$ cat src/rtl/fp_divsqrt_rr_pkg.sv
// Shared types for the round-robin div/sqrt lane dispatcher: lane states,
// the fpnew-encoded operation/rounding/status types, and pointer wrap helper.
package fp_divsqrt_rr_pkg;

  // Subset of the fpnew encodings used on the lane interface.
  typedef enum logic [3:0] {
    OP_DIV  = 4'd4,
    OP_SQRT = 4'd5
  } operation_e;

  typedef enum logic [2:0] {
    RNE = 3'd0,
    RTZ = 3'd1,
    RDN = 3'd2,
    RUP = 3'd3,
    RMM = 3'd4,
    ROD = 3'd5,
    DYN = 3'd7
  } roundmode_e;

  typedef struct packed {
    logic NV;
    logic DZ;
    logic OF;
    logic UF;
    logic NX;
  } status_t;

  typedef enum logic [1:0] {
    IDLE  = 2'd0,
    BUSY  = 2'd1,
    DONE  = 2'd2,
    DRAIN = 2'd3
  } lane_state_e;

  // Increment modulo n; n need not be a power of two.
  function automatic int unsigned ptr_inc(input int unsigned ptr, input int unsigned n);
    return (ptr + 32'd1 >= n) ? 32'd0 : ptr + 32'd1;
  endfunction

endpackage

$ cat src/rtl/fp_divsqrt_rr_slot.sv
// One lane's occupancy FSM plus its result/status/tag buffer.
module fp_divsqrt_rr_slot
  import fp_divsqrt_rr_pkg::*;
#(
  parameter int unsigned WIDTH   = 16,
  parameter type         TagType = logic [3:0]
) (
  input  logic             i_clk,
  input  logic             i_rst,
  input  logic             i_flush,
  input  logic             i_issue,
  input  TagType           i_tag,
  input  logic             i_lane_valid,
  input  logic [WIDTH-1:0] i_lane_result,
  input  status_t          i_lane_status,
  input  logic             i_retire,
  output lane_state_e      o_state,
  output logic             o_lane_ready,
  output logic [WIDTH-1:0] o_result,
  output status_t          o_status,
  output TagType           o_tag
);

  lane_state_e      r_state;
  logic [WIDTH-1:0] r_result;
  status_t          r_status;
  TagType           r_tag;

  always_ff @(posedge i_clk or posedge i_rst) begin
    if (i_rst) begin
      r_state  <= IDLE;
      r_result <= '0;
      r_status <= '0;
      r_tag    <= '0;
    end else begin
      unique case (r_state)
        IDLE: begin
          if (i_issue) begin
            r_state <= BUSY;
            r_tag   <= i_tag;
          end
        end
        BUSY: begin
          // A lane finishing in the flush cycle has already handed its result over.
          if (i_flush) begin
            r_state <= i_lane_valid ? IDLE : DRAIN;
          end else if (i_lane_valid) begin
            r_state  <= DONE;
            r_result <= i_lane_result;
            r_status <= i_lane_status;
          end
        end
        DONE: begin
          if (i_flush || i_retire) r_state <= IDLE;
        end
        DRAIN: begin
          if (i_lane_valid) r_state <= IDLE;
        end
        default: r_state <= IDLE;
      endcase
    end
  end

  assign o_state      = r_state;
  assign o_lane_ready = (r_state == BUSY) || (r_state == DRAIN);
  assign o_result     = r_result;
  assign o_status     = r_status;
  assign o_tag        = r_tag;

endmodule

$ cat src/rtl/pipe_fp_divsqrt_rr.sv
// Round-robin dispatcher/collector over NUM_LANES iterative FP div/sqrt lanes;
// results return in issue order with output backpressure and a draining flush.
module pipe_fp_divsqrt_rr
  import fp_divsqrt_rr_pkg::*;
#(
  parameter int unsigned WIDTH     = 16,
  parameter int unsigned NUM_LANES = 5,
  parameter type         TagType   = logic [3:0]
) (
  input  logic                            CLK_i,
  input  logic                            RST_i,
  input  logic                            flush_i,
  input  logic                            in_valid_i,
  output logic                            in_ready_o,
  input  logic [1:0][WIDTH-1:0]           operands_i,
  input  operation_e                      op_i,
  input  roundmode_e                      rnd_mode_i,
  input  TagType                          tag_i,
  output logic                            out_valid_o,
  input  logic                            out_ready_i,
  output logic [WIDTH-1:0]                result_o,
  output status_t                         status_o,
  output TagType                          tag_o,
  output logic                            busy_o,
  output logic [NUM_LANES-1:0]            lane_in_valid_o,
  input  logic [NUM_LANES-1:0]            lane_in_ready_i,
  output logic [1:0][WIDTH-1:0]           lane_operands_o,
  output operation_e                      lane_op_o,
  output roundmode_e                      lane_rnd_mode_o,
  input  logic [NUM_LANES-1:0]            lane_out_valid_i,
  output logic [NUM_LANES-1:0]            lane_out_ready_o,
  input  logic [NUM_LANES-1:0][WIDTH-1:0] lane_result_i,
  input  status_t [NUM_LANES-1:0]         lane_status_i
);

  localparam int unsigned PtrW = $clog2(NUM_LANES);

  logic [PtrW-1:0]      r_dp;
  logic [PtrW-1:0]      r_rp;
  lane_state_e          w_state  [NUM_LANES];
  logic [WIDTH-1:0]     w_result [NUM_LANES];
  status_t              w_status [NUM_LANES];
  TagType               w_tag    [NUM_LANES];
  logic [NUM_LANES-1:0] w_busy;
  logic [NUM_LANES-1:0] w_issue;
  logic [NUM_LANES-1:0] w_retire;
  logic                 w_accept;
  logic                 w_retire_hs;

  // Issue readiness only looks at registered lane state, never at out_ready_i.
  assign in_ready_o  = (w_state[r_dp] == IDLE) & lane_in_ready_i[r_dp] & ~flush_i;
  assign w_accept    = in_valid_i & in_ready_o;
  assign out_valid_o = (w_state[r_rp] == DONE);
  assign w_retire_hs = out_valid_o & out_ready_i & ~flush_i;

  assign result_o = w_result[r_rp];
  assign status_o = w_status[r_rp];
  assign tag_o    = w_tag[r_rp];
  assign busy_o   = |w_busy;

  assign lane_operands_o = operands_i;
  assign lane_op_o       = op_i;
  assign lane_rnd_mode_o = rnd_mode_i;

  for (genvar g = 0; g < NUM_LANES; g++) begin : g_lane
    assign lane_in_valid_o[g] = in_valid_i & (r_dp == PtrW'(g)) & (w_state[g] == IDLE) & ~flush_i;
    assign w_issue[g]         = lane_in_valid_o[g] & lane_in_ready_i[g];
    assign w_retire[g]        = w_retire_hs & (r_rp == PtrW'(g));
    assign w_busy[g]          = (w_state[g] != IDLE);

    fp_divsqrt_rr_slot #(
      .WIDTH   (WIDTH),
      .TagType (TagType)
    ) u_slot (
      .i_clk         (CLK_i),
      .i_rst         (RST_i),
      .i_flush       (flush_i),
      .i_issue       (w_issue[g]),
      .i_tag         (tag_i),
      .i_lane_valid  (lane_out_valid_i[g]),
      .i_lane_result (lane_result_i[g]),
      .i_lane_status (lane_status_i[g]),
      .i_retire      (w_retire[g]),
      .o_state       (w_state[g]),
      .o_lane_ready  (lane_out_ready_o[g]),
      .o_result      (w_result[g]),
      .o_status      (w_status[g]),
      .o_tag         (w_tag[g])
    );
  end

  // Dispatch and retire pointers; flush rewinds both to lane 0.
  always_ff @(posedge CLK_i or posedge RST_i) begin
    if (RST_i) begin
      r_dp <= '0;
      r_rp <= '0;
    end else if (flush_i) begin
      r_dp <= '0;
      r_rp <= '0;
    end else begin
      if (w_accept)    r_dp <= PtrW'(ptr_inc(32'(r_dp), NUM_LANES));
      if (w_retire_hs) r_rp <= PtrW'(ptr_inc(32'(r_rp), NUM_LANES));
    end
  end

endmodule

$ cat config.mk
export PLATFORM = sky130hd
export DESIGN_NAME = pipe_fp_divsqrt_rr
export DESIGN_NICKNAME = d
export VERILOG_FILES = /design/src/rtl/fp_divsqrt_rr_pkg.sv /design/src/rtl/fp_divsqrt_rr_slot.sv /design/src/rtl/pipe_fp_divsqrt_rr.sv
export SDC_FILE = /design/constraint.sdc
export NUM_CORES = 1
export LEC_CHECK = 0
export ABC_AREA = 1
export CAP_MARGIN = 40
export CORE_ASPECT_RATIO = 0.75
export CORE_MARGIN = 4
export CORE_UTILIZATION = 36
export DETAILED_ROUTE_END_ITERATION = 8
export DONT_BUFFER_PORTS = 1
export GPL_TIMING_DRIVEN = 1
export SYNTH_ARGS = -nofsm -noshare
export SYNTH_HDL_FRONTEND = slang
export SYNTH_SLANG_ARGS = --single-unit
$ cat constraint.sdc
create_clock -name CLK_i -period 5.1 [get_ports CLK_i]
set_input_delay 1.02 -clock CLK_i [delete_from_list [all_inputs] [get_ports CLK_i]]
set_output_delay 1.02 -clock CLK_i [all_outputs]
set_load 0.01 [all_outputs]
Word level (Yosys, flattened, before mapping)
Index checks and enable logic that the tools add are counted.
{ "word_totals": {"ff_bits": 141, "input_bits": 163, "out_inout_bits": 77} }
{ "op_classes": {"n_addsub": 2, "magnitude_cmp": 5, "n_eq_ne": 44, "mux": 58, "bitwise_logic": 33, "n_reduce_logical": 41} }
{ "ops": {"columns": ["operator", "n"], "rows": [
  ["2-to-1 mux 2 bit", 34],
  ["binary-select mux 16 bit (select 3 bit)", 1],
  ["one-hot mux 2 bit (4 select lines)", 5],
  ["2-to-1 mux 16 bit", 2],
  ["AND 1 bit", 30],
  ["== test 2 bit (second input constant)", 11],
  ["inequality test 2 x 1 -> 1 bit (second input constant)", 10],
  ["AND reduction 4 bit", 5],
  ["2-to-1 mux 3 bit", 6],
  ["binary-select mux 5 bit (select 3 bit)", 1],
  ["inequality test 3 bit (second input constant)", 5],
  ["AND reduction 3 bit", 5],
  ["nonzero test 2 bit", 7],
  ["binary-select mux 2 bit (select 3 bit)", 2],
  ["binary-select mux 4 bit (select 3 bit)", 1],
  ["== test 3 x 2 -> 1 bit (second input constant)", 4],
  ["zero test 2 bit", 6],
  ["== test 2 x 1 -> 1 bit (second input constant)", 5],
  ["logical OR 1 bit", 10],
  ["2-to-1 mux 5 bit", 2],
  ["inequality test 2 bit (second input constant)", 5],
  ["AND reduction 2 bit", 5],
  ["adder 3 x 1 -> 4 bit (second input constant)", 2],
  ["greater-or-equal comparator 4 x 3 -> 1 bit (second input constant)", 2],
  ["11 further kinds", 17]
]} }

Depth between registers and ports, before layout
Gate-level depths: netlist (run 1).
{ "logic_depth": {"depth_word": 11, "mapped_depth": 12, "mapped_depth_nobuf": 12} }

Modules after synthesis
From an unflattened synthesis (run 1), not the netlist that was laid out.
{ "unflattened": {"hier_cells": 1026, "hier_area_um2": 8499.4} }
{ "by_module_without_submodules": {"columns": ["module", "n_inst", "cells_each", "area_each_um2", "seq_area_each_um2"], "rows": [
  ["fp_divsqrt_rr_slot", 5, 136, 1297.5, 675.6],
  ["pipe_fp_divsqrt_rr", 1, 346, 2011.9, 150.1]
]} }

Worst setup path before layout (run 1)
Ideal clock, no wire load.
{ "synth_path": {"path_kind": "input to output", "from": "in flush_i", "to": "out lane_in_valid_o[1]", "arrival_time_ns": 1.578, "slack_ns": 2.502, "stages": 4, "path_cell_list": "inv_2 > nand2_1 > nor2_1 > and3_1"} }
{ "synth_between": {"elab_chain_cells": 2} }
{ "synth_rtl": {"columns": ["element", "line_no", "text"], "rows": [
  ["start, declared", "pipe_fp_divsqrt_rr.sv:12", "input logic flush_i,"],
  ["NOT 1 bit (no line)", null, null],
  ["AND 1 bit", "pipe_fp_divsqrt_rr.sv:66", "assign lane_in_valid_o[g] = in_valid_i & (r_dp == PtrW'(g)) & (w_state[g] == IDLE) & ~flush_i;"],
  ["end, declared", "pipe_fp_divsqrt_rr.sv:25", "output logic [NUM_LANES-1:0] lane_in_valid_o,"]
]} }
No other way between the ends.

==> results of run 1 <==
-- state kept, by name, summed over array words and instances (netlist names) --
| name | count |
|---|---|
| r_dp | 3 |
| g_lane.u_slot.o_status | 25 |
| g_lane.u_slot.o_tag | 20 |
| r_rp | 3 |
| g_lane.u_slot.o_state | 10 |
| g_lane.u_slot.o_result | 80 |
-- through the flow --
stage,utilization [%],power [mW],std cells,worst slack (ps)
after floorplan,-,2.62,754,299
after global placement,36.5,2.83,932,1960
after detailed placement,36.9,2.86,935,1910
after CTS,40.3,4.31,967,1440
after global routing,40.3,4.53,967,1270
final,40.3,4.26,968,1500
-- worst max-delay path, delay by kind of cell, from the launching register on --
kind / cells / cell delay (ps)
AND/OR/NAND/NOR: 2 / 760
AO/OA/AOI/OAI: 1 / 410
buffers and inverters: 1 / 320
flip-flops: 1 / 670
-- placed cells by master, fill, tap and decap left out, drive strengths merged --
cell type,n
dfrtp,141
clkinvlp,1
diode,1
o221ai,23
nor4,2
clkinv,3
o211ai,8
a22oi,25
nand2,88
and3,2
a211oi,1
o22ai,3
ha,10
nand4,11
a21oi,28
nor2,69
inv,73
a21boi,1
nor3b,1
o21ai,53
nand3,45
nor3,5
bufinv,6
or2,1
mux2,80
buf,9
o21a,3
clkbuf,22
-- area by class of cell --
| cell class | count | area [sq um] | share of cell area [%] |
|---|---|---|---|
| multi-input combinational | 459 | 2980 | 37.7 |
| clock inverter | 10 | 210 | 2.66 |
| clock buffer | 22 | 464 | 5.87 |
| timing repair buffer | 9 | 128 | 1.61 |
| antenna | 1 | 2.50 | 0.0316 |
| tap | 253 | 317 | 4.00 |
| inverter | 73 | 279 | 3.53 |
| sequential | 141 | 3530 | 44.6 |
-- power groups by stage --
stage                     registers [mW]  logic [mW]  clock network (mW)
after floorplan                     1.69       0.923                   0
after global placement              1.80        1.03                   0
after detailed placement            1.80        1.06                   0
after CTS                           1.79        1.06                1.46
after global routing                1.83        1.18                1.52
final                               1.79        1.05                1.43
-- worst max path at each step --
| stage | from | endpoint | slack [ps] | cells past startpoint |
|---|---|---|---|---|
| after global routing | r_rp[0]$_DFFE_PP0P_ | out_valid_o | 1270 | 5 |
| after CTS | r_rp[2]$_DFFE_PP0P_ | result_o[13] | 1440 | 5 |
| after detailed placement | r_rp[2]$_DFFE_PP0P_ | result_o[13] | 1910 | 5 |
| final | r_rp[0]$_DFFE_PP0P_ | status_o[3] | 1500 | 4 |
| after floorplan | RST_i | g_lane[0].u_slot.o_result[0]$_DFFE_PP0P_ | 300 | 1 |
| after global placement | r_rp[2]$_DFFE_PP0P_ | result_o[12] | 1960 | 4 |
-- kinds of logic after synthesis --
kind of cell | after synthesis
adder cells (fa/ha/maj) | 10
multiplexers | 80
AND/OR/NAND/NOR | 224
flip-flops | 141
buffers and inverters | 154
AO/OA/AOI/OAI | 145
-- routing by layer --
layer	track usage, %	wire length, um	up-vias
li1	-	-	2438
met1	24.4	8950	2538
met2	26.3	8600	202
met3	6.92	1910	23
met4	4.34	197	4
met5	0	21	-
==> out/metrics.yaml, run 1 <==
synthesis:
  yosys_warnings: 0
  synth_fa_ha_area_share_pct: 1.72
  synthSimpleGateAreaFrac_pct: 14.1
  synth_edf_count: 0
  synth_area_sq_mm: 0.00726
  synth_area_per_cell_sq_um: 9.62
  synth_fp_nets: 927
  ys_ff_latch: 141
  synth-compound-area-share_pct: 12.7
  yosysSeqAreaShare_pct: 48.6
  yosys_most_used_dff: "dfrtp_1"
  synth_most_common_cell: "dfrtp_1"
  yosys.area.top_type_share_pct: 48.6
  muxShareOfSynthArea_pct: 12.4
  synth_xor_area_share_pct: 0
  synth_top_family_by_area: "simple AND/OR/NAND/NOR gates"
  synth.distinct_cells: 35
  synth_common_cells: "dfrtp_1, nand2_1, inv_1, nor2_1, mux2_2"
  async_reset_ff_share_pct: 100
  synth_cells: 754
  synth_top_area_cell: "dfrtp_1"
  synth_area_leaders: "dfrtp_1, mux2_2, buf_4"
detailed_routing:
  num_vias: 5205
  routed_wirelength_um: 19700
  initialDrtViolationCount: 608
  drt_drc_violations_left: 0
  drt_pre_antenna_iters: 7
  avgRoutedWirePerCell_um: 20.3
  ant_nets: 0
  via_per_inst: 5.38
clock_tree:
  postCtsSetupBuffers: 0
  cts_sinks: 141
  cts_resized: 0
  htree_num_levels: 4
  cts.path.max_buffers: 2
  cts_buffers: 17
  path_clk_slew_ps: 60
  cts_tree: "built"
  cts_root_buf: "clkbuf_16"
  cts-hold-fix-buffers: 0
  clock_latency_ps: 420
timing:
  max_freq_ghz: 0.278
  hold_viol_final: 0
  rsz0062_at_grt: "false"
  fin_setup_tns_ps: 0
  post-route-min-period_ps: 3600
  holdWs_ps: 412
  final-setup-viol-count: 0
  relSlewSlack_pct: 44.6
  post-route-period-util_pct: 70.6
  worstMarginPinSlew_ps: 830
  skew_ps: 10.4
  slew_violations: 0
setup_path:
  cp.arrival_ps: 2580
  timing.rr.start: "r_rp[0]$_DFFE_PP0P_"
  cp-end-kind: "primary output"
  critPathKind: "reg -> out"
  ff2ff_path_depth: 7
  slowest_stage: "dfrtp_1"
  crit_required_ps: 4080
  r2r-end: "r_rp[2]$_DFFE_PP0P_"
  crit_fanout: 19
  path_cells: "nor2_2, buf_4, nand2_1, o221ai_1"
  ff2ff_setup_slack_ps: 2460
  critPathMaxStageDelay_ps: 670
  start_kind: "register"
finish:
  area_growth_pct: 8.98
  fin_area_sq_mm: 0.00791
  final_layout_size_suffix_gt1_share_pct: 16.8
  final.fill_count: 1910
  fin_nets: 874
flow_run:
  timing.max_cap.violations: 0
placed_design:
  dp_hpwl_um: 14300
  port_buffers: 0
  routabilityCongestion: 0.840
  placed_area_sq_mm: 0.00723
floorplan:
  coreArea_sq_mm: 0.0196
  die_y_um: 131
  fp-row-count: 44
  io_pins: 240
  start_util_pct: 37.0
  die_x_um: 172
  die-area_sq_mm: 0.0225
pwr:
  switching_power_mw: 1.34
  leakagePower_nw: 3.60
  powerDensity_mw_per_mm2: 539
  p_int_mw: 2.92
  combinationalPowerShare_pct: 24.5
  irDropWorstVdd_mv: 0.267
  clockPowerShare_pct: 33.5
  swShare_pct: 31.4
  pwr-share-seq_pct: 41.9
hold_path:
  hold_path.class: "in -> async"
grt:
  grt_pass1_vias: 5162
  grt_max_degree: 82
  grt_pass1_wl_um: 30400
  antenna_found_initial: 3
  grt_use_total_pct: 17.7
  grt_remaining_overflow: 0
outcome:
  status: "finished clean"
Note: power is estimated with default switching activity, not from simulation.
==> inputs of run 2 (changes only) <==
==> constraint.sdc (replaced) <==
create_clock -name CLK_i -period 3.8 [get_ports CLK_i]
set_input_delay 0.76 -clock CLK_i [delete_from_list [all_inputs] [get_ports CLK_i]]
set_output_delay 0.76 -clock CLK_i [all_outputs]
set_load 0.01 [all_outputs]
==> run 2 against run 1 <==
  * Non-clock buffer count down 1
  * Highest routed layer unchanged
  * Routed wire length up 4.5%
  * Clock power up 20%
  * Hold slack better by 23 ps
  * Sequential power up 35%
  * Combinational power up 34%
  * Design area down 1.4%
  * Critical endpoint is now result_o[5]
==> out/metrics.yaml, run 2 (synthesis results as in run 1) <==
finish:
  multi_input_area_sq_mm: 0.00298
  largest_reg_flops: 80
  stdcell_count: 969
  mostFrequentLayoutCells: "dfrtp_1, nand2_1, inv_1, nor2_1, mux2_2"
  final.fill_count: 1919
  fin_nets: 873
  final_layout_size_suffix_gt1_share_pct: 16.8
  layout_commonest_cell: "dfrtp_1"
  area_growth_pct: 7.45
  final-seq-area_sq_mm: 0.00353
  final_util_pct: 39.8
floorplan:
  die_x_um: 172
  io_pins: 240
  start_util_pct: 37.0
  die_y_um: 131
  die-area_sq_mm: 0.0225
  coreArea_sq_mm: 0.0196
  fp-row-count: 44
grt:
  grt_max_degree: 142
  grt_remaining_overflow: 0
  grt_use_total_pct: 18.3
  grt_pass1_wl_um: 31000
  antenna_found_initial: 5
  grt_use_met2_pct: 27.0
  gr-usage-met1_pct: 24.6
  grt_use_met3_pct: 7.58
  busiest_layer: "met2"
  grt_pass1_vias: 5244
placed_design:
  place_inst: 934
  detailedPlace.worstSlack_ps: 933
  dp_hpwl_um: 14500
  port_buffers: 0
  routabilityCongestion: 0.847
setup_path:
  crit_required_ps: 3040
  critPathKind: "reg -> out"
  cp.arrival_ps: 2600
  cpLargestDelayFamily: "flip-flops"
  path_cells: "nand2_2, inv_2, a22oi_1, o221ai_1"
  ff2ff_setup_slack_ps: 1210
  crit_fanout: 26
  cp_num_buf_inv: 1
  slowest_stage: "dfrtp_1"
  critPathMaxStageDelay_ps: 910
  start_kind: "register"
  cp-end-kind: "primary output"
timing:
  skew_ps: 8.03
  holdWs_ps: 435
  setup_ws_ps: 436
  post-route-period-util_pct: 88.5
  final-setup-viol-count: 0
  relSlewSlack_pct: 40.8
  hold_viol_final: 0
  worstMarginPinSlew_ps: 885
  fin_setup_tns_ps: 0
  post-route-min-period_ps: 3360
  max_freq_ghz: 0.297
  slew_violations: 0
  rsz0062_at_grt: "false"
detailed_routing:
  routed_wirelength_um: 20600
  avgRoutedWirePerCell_um: 21.2
  initialDrtViolationCount: 539
  drt_pre_antenna_iters: 5
  ant_nets: 0
  via_per_inst: 5.44
  num_vias: 5273
  drt_drc_violations_left: 0
pwr:
  leakagePower_nw: 3.54
  powerDensity_mw_per_mm2: 712
  irDropWorstVdd_mv: 0.248
clock_tree:
  cts.path.max_buffers: 2
  path_clk_slew_ps: 60
  cts_sinks: 141
  cts_buffers: 17
  cts-hold-fix-buffers: 0
  cts_resized: 0
  cts_tree: "built"
  cts_root_buf: "clkbuf_16"
  postCtsSetupBuffers: 0
  htree_num_levels: 4
  clock_latency_ps: 410
flow_run:
  timing.max_cap.violations: 0
hold_path:
  hold_path.class: "in -> async"
outcome:
  status: "finished clean"
[run 2: cell count changes in the layout (fill, tap and decap cells not counted), sizes merged]
cell,before,now
inv,73,75
clkinv,3,2
diode,1,3
clkbuf,22,20
bufinv,6,3
clkinvlp,1,5
buf,9,8
[run 2: path summary, 6_finish.rpt]
kind | depth (start not counted) | startpoint | endpoint
min reg2reg | 2 | g_lane[1].u_slot.o_tag[2]$_DFFE_PP0P_ | g_lane[1].u_slot.o_tag[2]$_DFFE_PP0P_
max | 4 | r_rp[0]$_DFFE_PP0P_ | result_o[5]
min in group CLK_i | 1 | lane_out_valid_i[2] | g_lane[2].u_slot.o_state[0]$_DFFE_PP0P_
max reg2reg | 8 | r_rp[0]$_DFFE_PP0P_ | r_rp[2]$_DFFE_PP0P_
max in group asynchronous | 2 | RST_i | r_rp[2]$_DFFE_PP0P_
min | 2 | RST_i | g_lane[2].u_slot.o_result[1]$_DFFE_PP0P_
[run 2: cell type report]
cell class,instances,share of cell area (%)
antenna,3,0.0963
clock buffer,20,5.73
clock inverter,12,2.05
inverter,73,3.56
multi-input combinational,459,38.2
sequential,141,45.3
tap,253,4.06
timing repair buffer,8,1.03
[run 2: metrics by stage]
step | total power, mW | instance area, sq um
floorplan | 3.51 | 7260
global placement | 3.82 | 7170
detailed placement | 3.86 | 7180
CTS | 5.61 | 7790
global route | 5.89 | 7800
finish | 5.55 | 7800
[run 2: layer usage]
layer  up-vias  wire (um)
met5         -         21
met4         4        190
met3        16       2100
met2       235       9110
met1      2583       9140
li1       2435          -
[run 2: worst register-to-register path, stage by stage, from the launching register on]
cell and delay [ps]:
dfrtp_1 910, inv_1 490, buf_8 290, ha_1 230, o21ai_0 210, o21ai_0 110, inv_1 90, nand2_1 50
o22ai_1 130
[run 2: report_power, final]
part / leakage, nW / total [mW] / switching, mW / internal [mW]
logic: 1.50 / 1.41 / 0.810 / 0.602
registers: 1.75 / 2.42 / 0.364 / 2.05
clock network: 0.284 / 1.72 / 0.663 / 1.06
total: 3.54 / 5.55 / 1.84 / 3.71
